### src/rtl/controle_multiciclo.sv
// controle_multiciclo: Moore control FSM for the multicycle MIPS datapath.
// Sequences fetch, decode and execute, one state per clock, and stalls on
// memory through mem_pronta. Outputs are registered from the next state, so
// they always match the state the FSM is in.
// Optional feature: define CONTROLE_TRAP_OPCODE_EN to trap unsupported
// opcodes into a sticky ERRO state. Without it they execute as a NOP.
module controle_multiciclo #(
   parameter logic [5:0] OP_R    = 6'h00,
   parameter logic [5:0] OP_LW   = 6'h23,
   parameter logic [5:0] OP_SW   = 6'h2B,
   parameter logic [5:0] OP_BEQ  = 6'h04,
   parameter logic [5:0] OP_J    = 6'h02,
   parameter logic [5:0] OP_ADDI = 6'h08
) (
   input  logic       clock,
   input  logic       reset,
   input  logic [5:0] opcode,
   input  logic       zero,
   input  logic       mem_pronta,
   output logic [1:0] selecao_pc,
   output logic       escreve_pc,
   output logic       iord,
   output logic       le_mem,
   output logic       escreve_mem,
   output logic       escreve_ir,
   output logic       mem_para_reg,
   output logic       reg_dest,
   output logic       escreve_reg,
   output logic       seleciona_a,
   output logic [1:0] seleciona_b,
   output logic [1:0] alu_op,
   output logic [3:0] estado,
   output logic       erro
);

   typedef enum logic [3:0] {
      INICIO     = 4'd0,
      BUSCA      = 4'd1,
      DECODIFICA = 4'd2,
      CALC_END   = 4'd3,
      LE_MEM     = 4'd4,
      ESCREVE_LW = 4'd5,
      ESCREVE_SW = 4'd6,
      EXEC_R     = 4'd7,
      COMPLETA_R = 4'd8,
      EXEC_I     = 4'd9,
      COMPLETA_I = 4'd10,
      DESVIO     = 4'd11,
      SALTO      = 4'd12,
      ERRO       = 4'd13
   } estado_t;

   // Per-state control word. The PC write enable is split into three
   // qualifiers (fetch, conditional branch, unconditional jump) that are
   // combined with mem_pronta / zero outside the register.
   typedef struct packed {
      logic [1:0] sel_pc;
      logic       pc_busca;
      logic       pc_cond;
      logic       pc_incond;
      logic       iord;
      logic       le;
      logic       esc_mem;
      logic       ir_busca;
      logic       m2r;
      logic       rdst;
      logic       esc_reg;
      logic       sel_a;
      logic [1:0] sel_b;
      logic [1:0] alu;
   } saida_t;

   estado_t r_estado;
   estado_t w_prox;
   saida_t  r_saida;
   logic    r_erro;

   // Next-state function; encodings 14-15 fall into default and restart at BUSCA.
   function automatic estado_t f_prox(input estado_t s, input logic [5:0] op,
                                      input logic mp);
      estado_t n;
      n = BUSCA;
      case (s)
         INICIO:     n = BUSCA;
         BUSCA:      n = mp ? DECODIFICA : BUSCA;
         DECODIFICA: begin
            if (op == OP_LW || op == OP_SW) n = CALC_END;
            else if (op == OP_R)            n = EXEC_R;
            else if (op == OP_ADDI)         n = EXEC_I;
            else if (op == OP_BEQ)          n = DESVIO;
            else if (op == OP_J)            n = SALTO;
            else begin
`ifdef CONTROLE_TRAP_OPCODE_EN
               n = ERRO;
`else
               n = BUSCA;
`endif
            end
         end
         // opcode is stable since DECODIFICA, so only LW/SW get here
         CALC_END:   n = (op == OP_LW) ? LE_MEM : ((op == OP_SW) ? ESCREVE_SW : BUSCA);
         LE_MEM:     n = mp ? ESCREVE_LW : LE_MEM;
         ESCREVE_LW: n = BUSCA;
         ESCREVE_SW: n = mp ? BUSCA : ESCREVE_SW;
         EXEC_R:     n = COMPLETA_R;
         COMPLETA_R: n = BUSCA;
         EXEC_I:     n = COMPLETA_I;
         COMPLETA_I: n = BUSCA;
         DESVIO:     n = BUSCA;
         SALTO:      n = BUSCA;
         ERRO:       n = ERRO;
         default:    n = BUSCA;
      endcase
      return n;
   endfunction

   // Control word for a state; anything not set stays 0.
   function automatic saida_t f_saida(input estado_t s);
      saida_t o;
      o = '0;
      case (s)
         BUSCA: begin
            o.le       = 1'b1;
            o.sel_b    = 2'b01;
            o.ir_busca = 1'b1;
            o.pc_busca = 1'b1;
         end
         DECODIFICA: o.sel_b = 2'b11;
         CALC_END: begin
            o.sel_a = 1'b1;
            o.sel_b = 2'b10;
         end
         LE_MEM: begin
            o.le   = 1'b1;
            o.iord = 1'b1;
         end
         ESCREVE_LW: begin
            o.esc_reg = 1'b1;
            o.m2r     = 1'b1;
         end
         ESCREVE_SW: begin
            o.esc_mem = 1'b1;
            o.iord    = 1'b1;
         end
         EXEC_R: begin
            o.sel_a = 1'b1;
            o.alu   = 2'b10;
         end
         COMPLETA_R: begin
            o.esc_reg = 1'b1;
            o.rdst    = 1'b1;
         end
         EXEC_I: begin
            o.sel_a = 1'b1;
            o.sel_b = 2'b10;
         end
         COMPLETA_I: o.esc_reg = 1'b1;
         DESVIO: begin
            o.sel_a   = 1'b1;
            o.alu     = 2'b01;
            o.sel_pc  = 2'b01;
            o.pc_cond = 1'b1;
         end
         SALTO: begin
            o.sel_pc    = 2'b10;
            o.pc_incond = 1'b1;
         end
         default: o = '0;
      endcase
      return o;
   endfunction

   assign w_prox = f_prox(r_estado, opcode, mem_pronta);

   // State and registered control word; reset clears both at once so every
   // strobe drops without waiting for a clock edge.
   always_ff @(posedge clock or posedge reset) begin
      if (reset) begin
         r_estado <= INICIO;
         r_saida  <= '0;
         r_erro   <= 1'b0;
      end else begin
         r_estado <= w_prox;
         r_saida  <= f_saida(w_prox);
`ifdef CONTROLE_TRAP_OPCODE_EN
         r_erro   <= (w_prox == ERRO);
`else
         r_erro   <= 1'b0;
`endif
      end
   end

   assign estado       = r_estado;
   assign selecao_pc   = r_saida.sel_pc;
   assign escreve_pc   = (r_saida.pc_busca & mem_pronta) |
                         (r_saida.pc_cond & zero) |
                         r_saida.pc_incond;
   assign iord         = r_saida.iord;
   assign le_mem       = r_saida.le;
   assign escreve_mem  = r_saida.esc_mem;
   assign escreve_ir   = r_saida.ir_busca & mem_pronta;
   assign mem_para_reg = r_saida.m2r;
   assign reg_dest     = r_saida.rdst;
   assign escreve_reg  = r_saida.esc_reg;
   assign seleciona_a  = r_saida.sel_a;
   assign seleciona_b  = r_saida.sel_b;
   assign alu_op       = r_saida.alu;
   assign erro         = r_erro;

endmodule

### config.mk
export PLATFORM = sky130hd
export DESIGN_NAME = controle_multiciclo
export DESIGN_NICKNAME = d
export VERILOG_FILES = /design/src/rtl/controle_multiciclo.sv
export SDC_FILE = /design/constraint.sdc
export NUM_CORES = 1
export LEC_CHECK = 0
export ABC_CLOCK_PERIOD_IN_PS = 5450
export CAP_MARGIN = 20
export CORE_AREA = 5 5 59 61
export CTS_BUF_LIST = sky130_fd_sc_hd__clkbuf_8 sky130_fd_sc_hd__clkbuf_16
export CTS_CLUSTER_SIZE = 10
export DETAILED_ROUTE_END_ITERATION = 8
export DIE_AREA = 0 0 64 66
export PLACE_DENSITY = 0.7
export REMOVE_ABC_BUFFERS = 1
export SLEW_MARGIN = 20
export SYNTH_ARGS = -nofsm -noshare
export SYNTH_HDL_FRONTEND = slang
export SYNTH_SLANG_ARGS = --single-unit
### constraint.sdc
create_clock -name clock -period 5.45 [get_ports clock]
set_clock_uncertainty 0.2 [all_clocks]
set_input_delay 0.8175 -clock clock [delete_from_list [all_inputs] [get_ports clock]]
set_output_delay 0.8175 -clock clock [all_outputs]
set_load 0.005 [all_outputs]
**Word level (Yosys, flattened, before mapping)**

Cells that the tools add are included.

- Output and inout bits: 20
- Bits in registers: 20

- Muxes and demuxes: 24
- Equality and inequality tests: 25
- Reductions and logical operators: 7
- Bitwise operators: 4

Operators by type and width:

| operator | number |
|---|---|
| $pmux 4 s8 | 1 |
| $eq 4x3->1 const B | 7 |
| $eq 4x4->1 const B | 7 |
| $mux 4 | 5 |
| $eq 4x2->1 const B | 4 |
| $eq 6x6->1 const B | 2 |
| $mux 1 | 11 |
| $mux 3 | 3 |
| $eq 4x1->1 const B | 2 |
| $pmux 2 s2 | 2 |
| $eq 6x2->1 const B | 1 |
| $eq 6x3->1 const B | 1 |
| $eq 6x4->1 const B | 1 |
| $logic_not 6->1 | 1 |
| $pmux 2 s3 | 1 |
| $reduce_or 2->1 | 3 |
| $reduce_or 4->1 | 1 |
| $reduce_or 3->1 | 1 |
| $and 1x1->1 | 2 |
| $mux 2 | 1 |
| $or 1x1->1 | 2 |
| $logic_or 1x1->1 | 1 |

**Depth between registers and ports, before layout**

- Word-level depth: 10
- Gate-level depth with buffers: 6
- Depth with buffers taken out: 5

**Worst setup path after synthesis**

Ideal clock, no wire load.

- Path kind: input -> register
- Start: in opcode[1]
- End: reg r_saida, in the netlist seleciona_a
- Arrival: 1.941 ns
- Library setup time: 0.082 ns
- Data required time: 5.168 ns
- Path slack: 3.227 ns
- Stages: 5
- Path buffers: 0
- Cells stage by stage: and4b_4 -> o211ai_4 -> nand4_4 -> or3_4 -> a22oi_2

RTL lines:

| item | RTL line | source |
|---|---|---|
| start, declared | 17 | `input logic [5:0] opcode,` |
| $eq 6x3->1 | 90 | `else if (op == OP_BEQ) n = DESVIO;` |
| $mux 4 | 90 |  |
| $mux 4 | 89 | `else if (op == OP_ADDI) n = EXEC_I;` |
| $mux 4 | 88 | `else if (op == OP_R) n = EXEC_R;` |
| $mux 4 | 87 | `if (op == OP_LW \|\| op == OP_SW) n = CALC_END;` |
| $pmux 4 s8 * | 83 | `case (s)` |
| named net w_prox[1] | 74 | `estado_t w_prox;` |
| $eq 4x4->1, or another cell as far along | 121 | `case (s)` |
| $reduce_or 4->1 (no line) * | - |  |
| $mux 1 * | 121 |  |
| end signal, assigned | 184 | `r_saida <= f_saida(w_prox);` |
| end, declared | 75 | `saida_t r_saida;` |

Mark *: on every way through the listed nets, which the timed path passes. The rest lies on a longest branch.

**Final worst setup path**

- Start: in mem_pronta
- End: out escreve_pc

- Word-level cells in the longest chain between the ends: 3

Ends and longest elaborated chain:

| item | RTL line | source |
|---|---|---|
| start, declared | 19 | `input logic mem_pronta,` |
| $and 1x1->1 | - |  |
| $or 1x1->1 | 195 | `assign escreve_pc = (r_saida.pc_busca & mem_pronta) \|` |
| $or 1x1->1 | 196 | `(r_saida.pc_cond & zero) \|` |
| end, declared | 21 | `output logic escreve_pc,` |

No other way between the ends.

==> impl_metrics.json <==
{
  "tns_ns": 0,
  "wl_um": 1996,
  "track_usage_pct": 10.43,
  "worst_pin_slew_ns": 0.6502,
  "io_pins": 30,
  "setup_viol": 0,
  "routabilityCongestion": 0.9157,
  "vias": 723,
  "drc": 0,
  "syn-mean-instance-area_um2": 11.12,
  "synth_flop_cell": "dfrtp_1",
  "final_max_slew_viol_count": 0,
  "critPathArrivalTime_ns": 2.16,
  "period_share_pct": 58.26,
  "wire_per_inst_um": 13.96,
  "cts.sinks": 18,
  "synthArstFlopShare_pct": 100.0,
  "place_area_um2": 1214,
  "clockBufferDepth": 2,
  "root_buffer": "clkbuf_8",
  "cpPeakStageDelay_ns": 0.49,
  "viasPerCell": 5.056,
  "syn2layout_area_growth_pct": 31.18,
  "dieArea_um2": 4224,
  "cts_resized": 0,
  "cap_violations": 0,
  "synth_area_um2": 967.2,
  "synth_cell_type_count": 42,
  "start_util_pct": 33.03,
  "synth_top_family_by_area": "simple AND/OR/NAND/NOR gates",
  "numCtsBuffers": 3,
  "cp.required_ns": 4.43,
  "clk_pin_slew_ns": 0.07,
  "synth-compound-area-share_pct": 16.43,
  "ys_seq_area_share_pct": 46.57,
  "rsz0062_at_grt": "false",
  "yosys-mux-area-fraction_pct": 0,
  "path_cells": "clkdlybuf4s50_1, and2_1, a211o_1, clkdlybuf4s50_1",
  "io_buffers": 28,
  "critPathCaptureType": "output port",
  "synthAdderAreaFrac_pct": 0,
  "max_freq_mhz": 315.0,
  "crit_slowest_cell": "clkdlybuf4s50_1",
  "largest_reg_flops": 4,
  "synth_edf_count": 0,
  "post-cts-setup-buffer-count": 0,
  "hpwlAfterDp_um": 1517,
  "timing.critical_path.mode_cell": "clkdlybuf4s50_1",
  "startpoint_type": "input port",
  "leakagePower_nw": 0.5266,
  "antenna_found_initial": 0,
  "status": "finished, final reports clean",
  "cts_tree": "yes",
  "fin_nets": 121,
  "htree_levels": 1,
  "rows": 20,
  "hold_viol_final": 0,
  "path_class": "in -> out",
  "core-area_um2": 2928,
  "postRouteAntennaNets": 0,
  "holdBufCountCts": 0,
  "grt_max_degree": 19,
  "synthSimpleGateAreaFrac_pct": 25.61,
  "grt_pass1_wl_um": 3470,
  "hold_slack_ns": 0.4125,
  "fin_area_um2": 1269,
  "drive_gt1_share_pct": 19.09,
  "drtIter0Drc": 20,
  "dr.pass1.iters": 4,
  "grt-ovfl-total": 0,
  "power_density_nw_per_um2": 201.8,
  "hold_class": "reg -> reg",
  "worstPathMaxFanout": 5,
  "fin_crit_ns": 3.175,
  "ys.warnings.count": 0,
  "relSlewSlack_pct": 56.60,
  "clock_latency_ns": 0.25,
  "grt_pass1_vias": 749,
  "die_h_um": 66,
  "n_antenna_cell": 0,
  "vdd_drop_max_mv": 0.1879,
  "die-width_um": 64,
  "syn-instance-count": 87,
  "synth-seq-cells": 18,
  "synth_xor_area_share_pct": 0.9056
}
==> cell usage in the layout (no fill, tap or decap), types with 2 or more instances in the layout <==
| cell type | Yosys | routed |
|---|---|---|
| dfrtp_1 | 18 | 18 |
| a21oi_1 | 3 | 3 |
| a21oi_2 | 2 | 2 |
| nor2b_1 | 2 | 2 |
| inv_1 | 6 | 6 |
| nor3b_2 | 2 | 2 |
| a22oi_2 | 2 | 2 |
| clkbuf_8 | 0 | 4 |
| clkdlybuf4s50_1 | 0 | 28 |
| nor3_1 | 2 | 2 |
| nor3b_1 | 2 | 2 |
| nand2_1 | 2 | 2 |
| nor2_1 | 7 | 7 |
| nand3_1 | 2 | 2 |
==> routing by layer <==
layer  routed length, µm  track usage [%]  part of all wire, %
met1                 793            12.43                   40
met2                 991            17.09                   50
met3                 171            3.741                  8.6
met4                  39            3.896                  2.0
met5                   0                0                    0
==> cell usage after synthesis (2+ instances only) <==
library cell / number / area (µm²)
nand2_1: 2 / 7.510
dfrtp_1: 18 / 450.4
nor2b_1: 2 / 12.51
nor3b_1: 2 / 15.01
a21oi_1: 3 / 15.01
a22oi_2: 2 / 25.02
nor3_1: 2 / 10.01
inv_1: 6 / 22.52
buf_4: 7 / 52.55
nand3_1: 2 / 10.01
buf_6: 2 / 22.52
nor2_1: 7 / 26.28
a21oi_2: 2 / 17.52
nor3b_2: 2 / 25.02
==> cell type report <==
| type | instances | area, µm² |
|---|---|---|
| clock buffers | 4 | 55.05 |
| fillers | 290 | 1659 |
| inverters | 6 | 22.52 |
| multi-input cells | 54 | 419.2 |
| flip-flops and latches | 18 | 450.4 |
| well taps | 33 | 41.29 |
| repair buffers | 28 | 280.3 |
==> kinds of logic (layout without fill, tap and decap cells) <==
kind of cell	Yosys count	after routing
flip-flops	18	18
AND/OR/NAND/NOR	34	34
AO/OA/AOI/OAI	18	18
XOR/XNOR	1	1
buffers and inverters	15	38
other	1	1
==> power by group <==
part	switching [mW]	total, mW	internal [mW]
registers	0	0.134	0.134
clock network	0.0438	0.108	0.0642
logic	0.00722	0.0145	0.00729
total	0.0511	0.256	0.205
==> path summary, 6_finish.rpt <==
kind                                           from                       to  slack, ns  cells after the start
worst max-delay path                     mem_pronta               escreve_pc       2.28                      4
worst min-delay path            estado[1]$_DFF_PP0_   mem_para_reg$_DFF_PP0_       0.41                      1
worst max register to register  estado[0]$_DFF_PP0_    r_saida[12]$_DFF_PP0_       3.40                      5
worst min register to register  estado[1]$_DFF_PP0_   mem_para_reg$_DFF_PP0_       0.41                      1
max in group asynchronous                     reset  selecao_pc[1]$_DFF_PP0_       3.88                      2
min in group asynchronous                     reset       reg_dest$_DFF_PP0_       0.75                      2
==> per-stage QoR <==
stage / worst slack, ns / instances / util, % / power (mW)
after detailed placement: 2.263 / 139 / 41.45 / 0.1508
after floorplan: 3.227 / 78 / - / 0.1410
after global placement: 2.263 / 139 / 41.45 / 0.1505
after CTS: 2.256 / 143 / 43.33 / 0.2591
after global routing: 2.211 / 143 / 43.33 / 0.2704
final: 2.275 / 143 / 43.33 / 0.2561
==> worst max-delay path, delay by kind of cell <==
| family | cells | cell delay (ns) |
|---|---|---|
| AOI/OAI and AO/OA | 1 | 0.22 |
| buffers and inverters | 2 | 0.93 |
| and+or+nand+nor | 1 | 0.19 |
(Power assumes the default switching activity.)
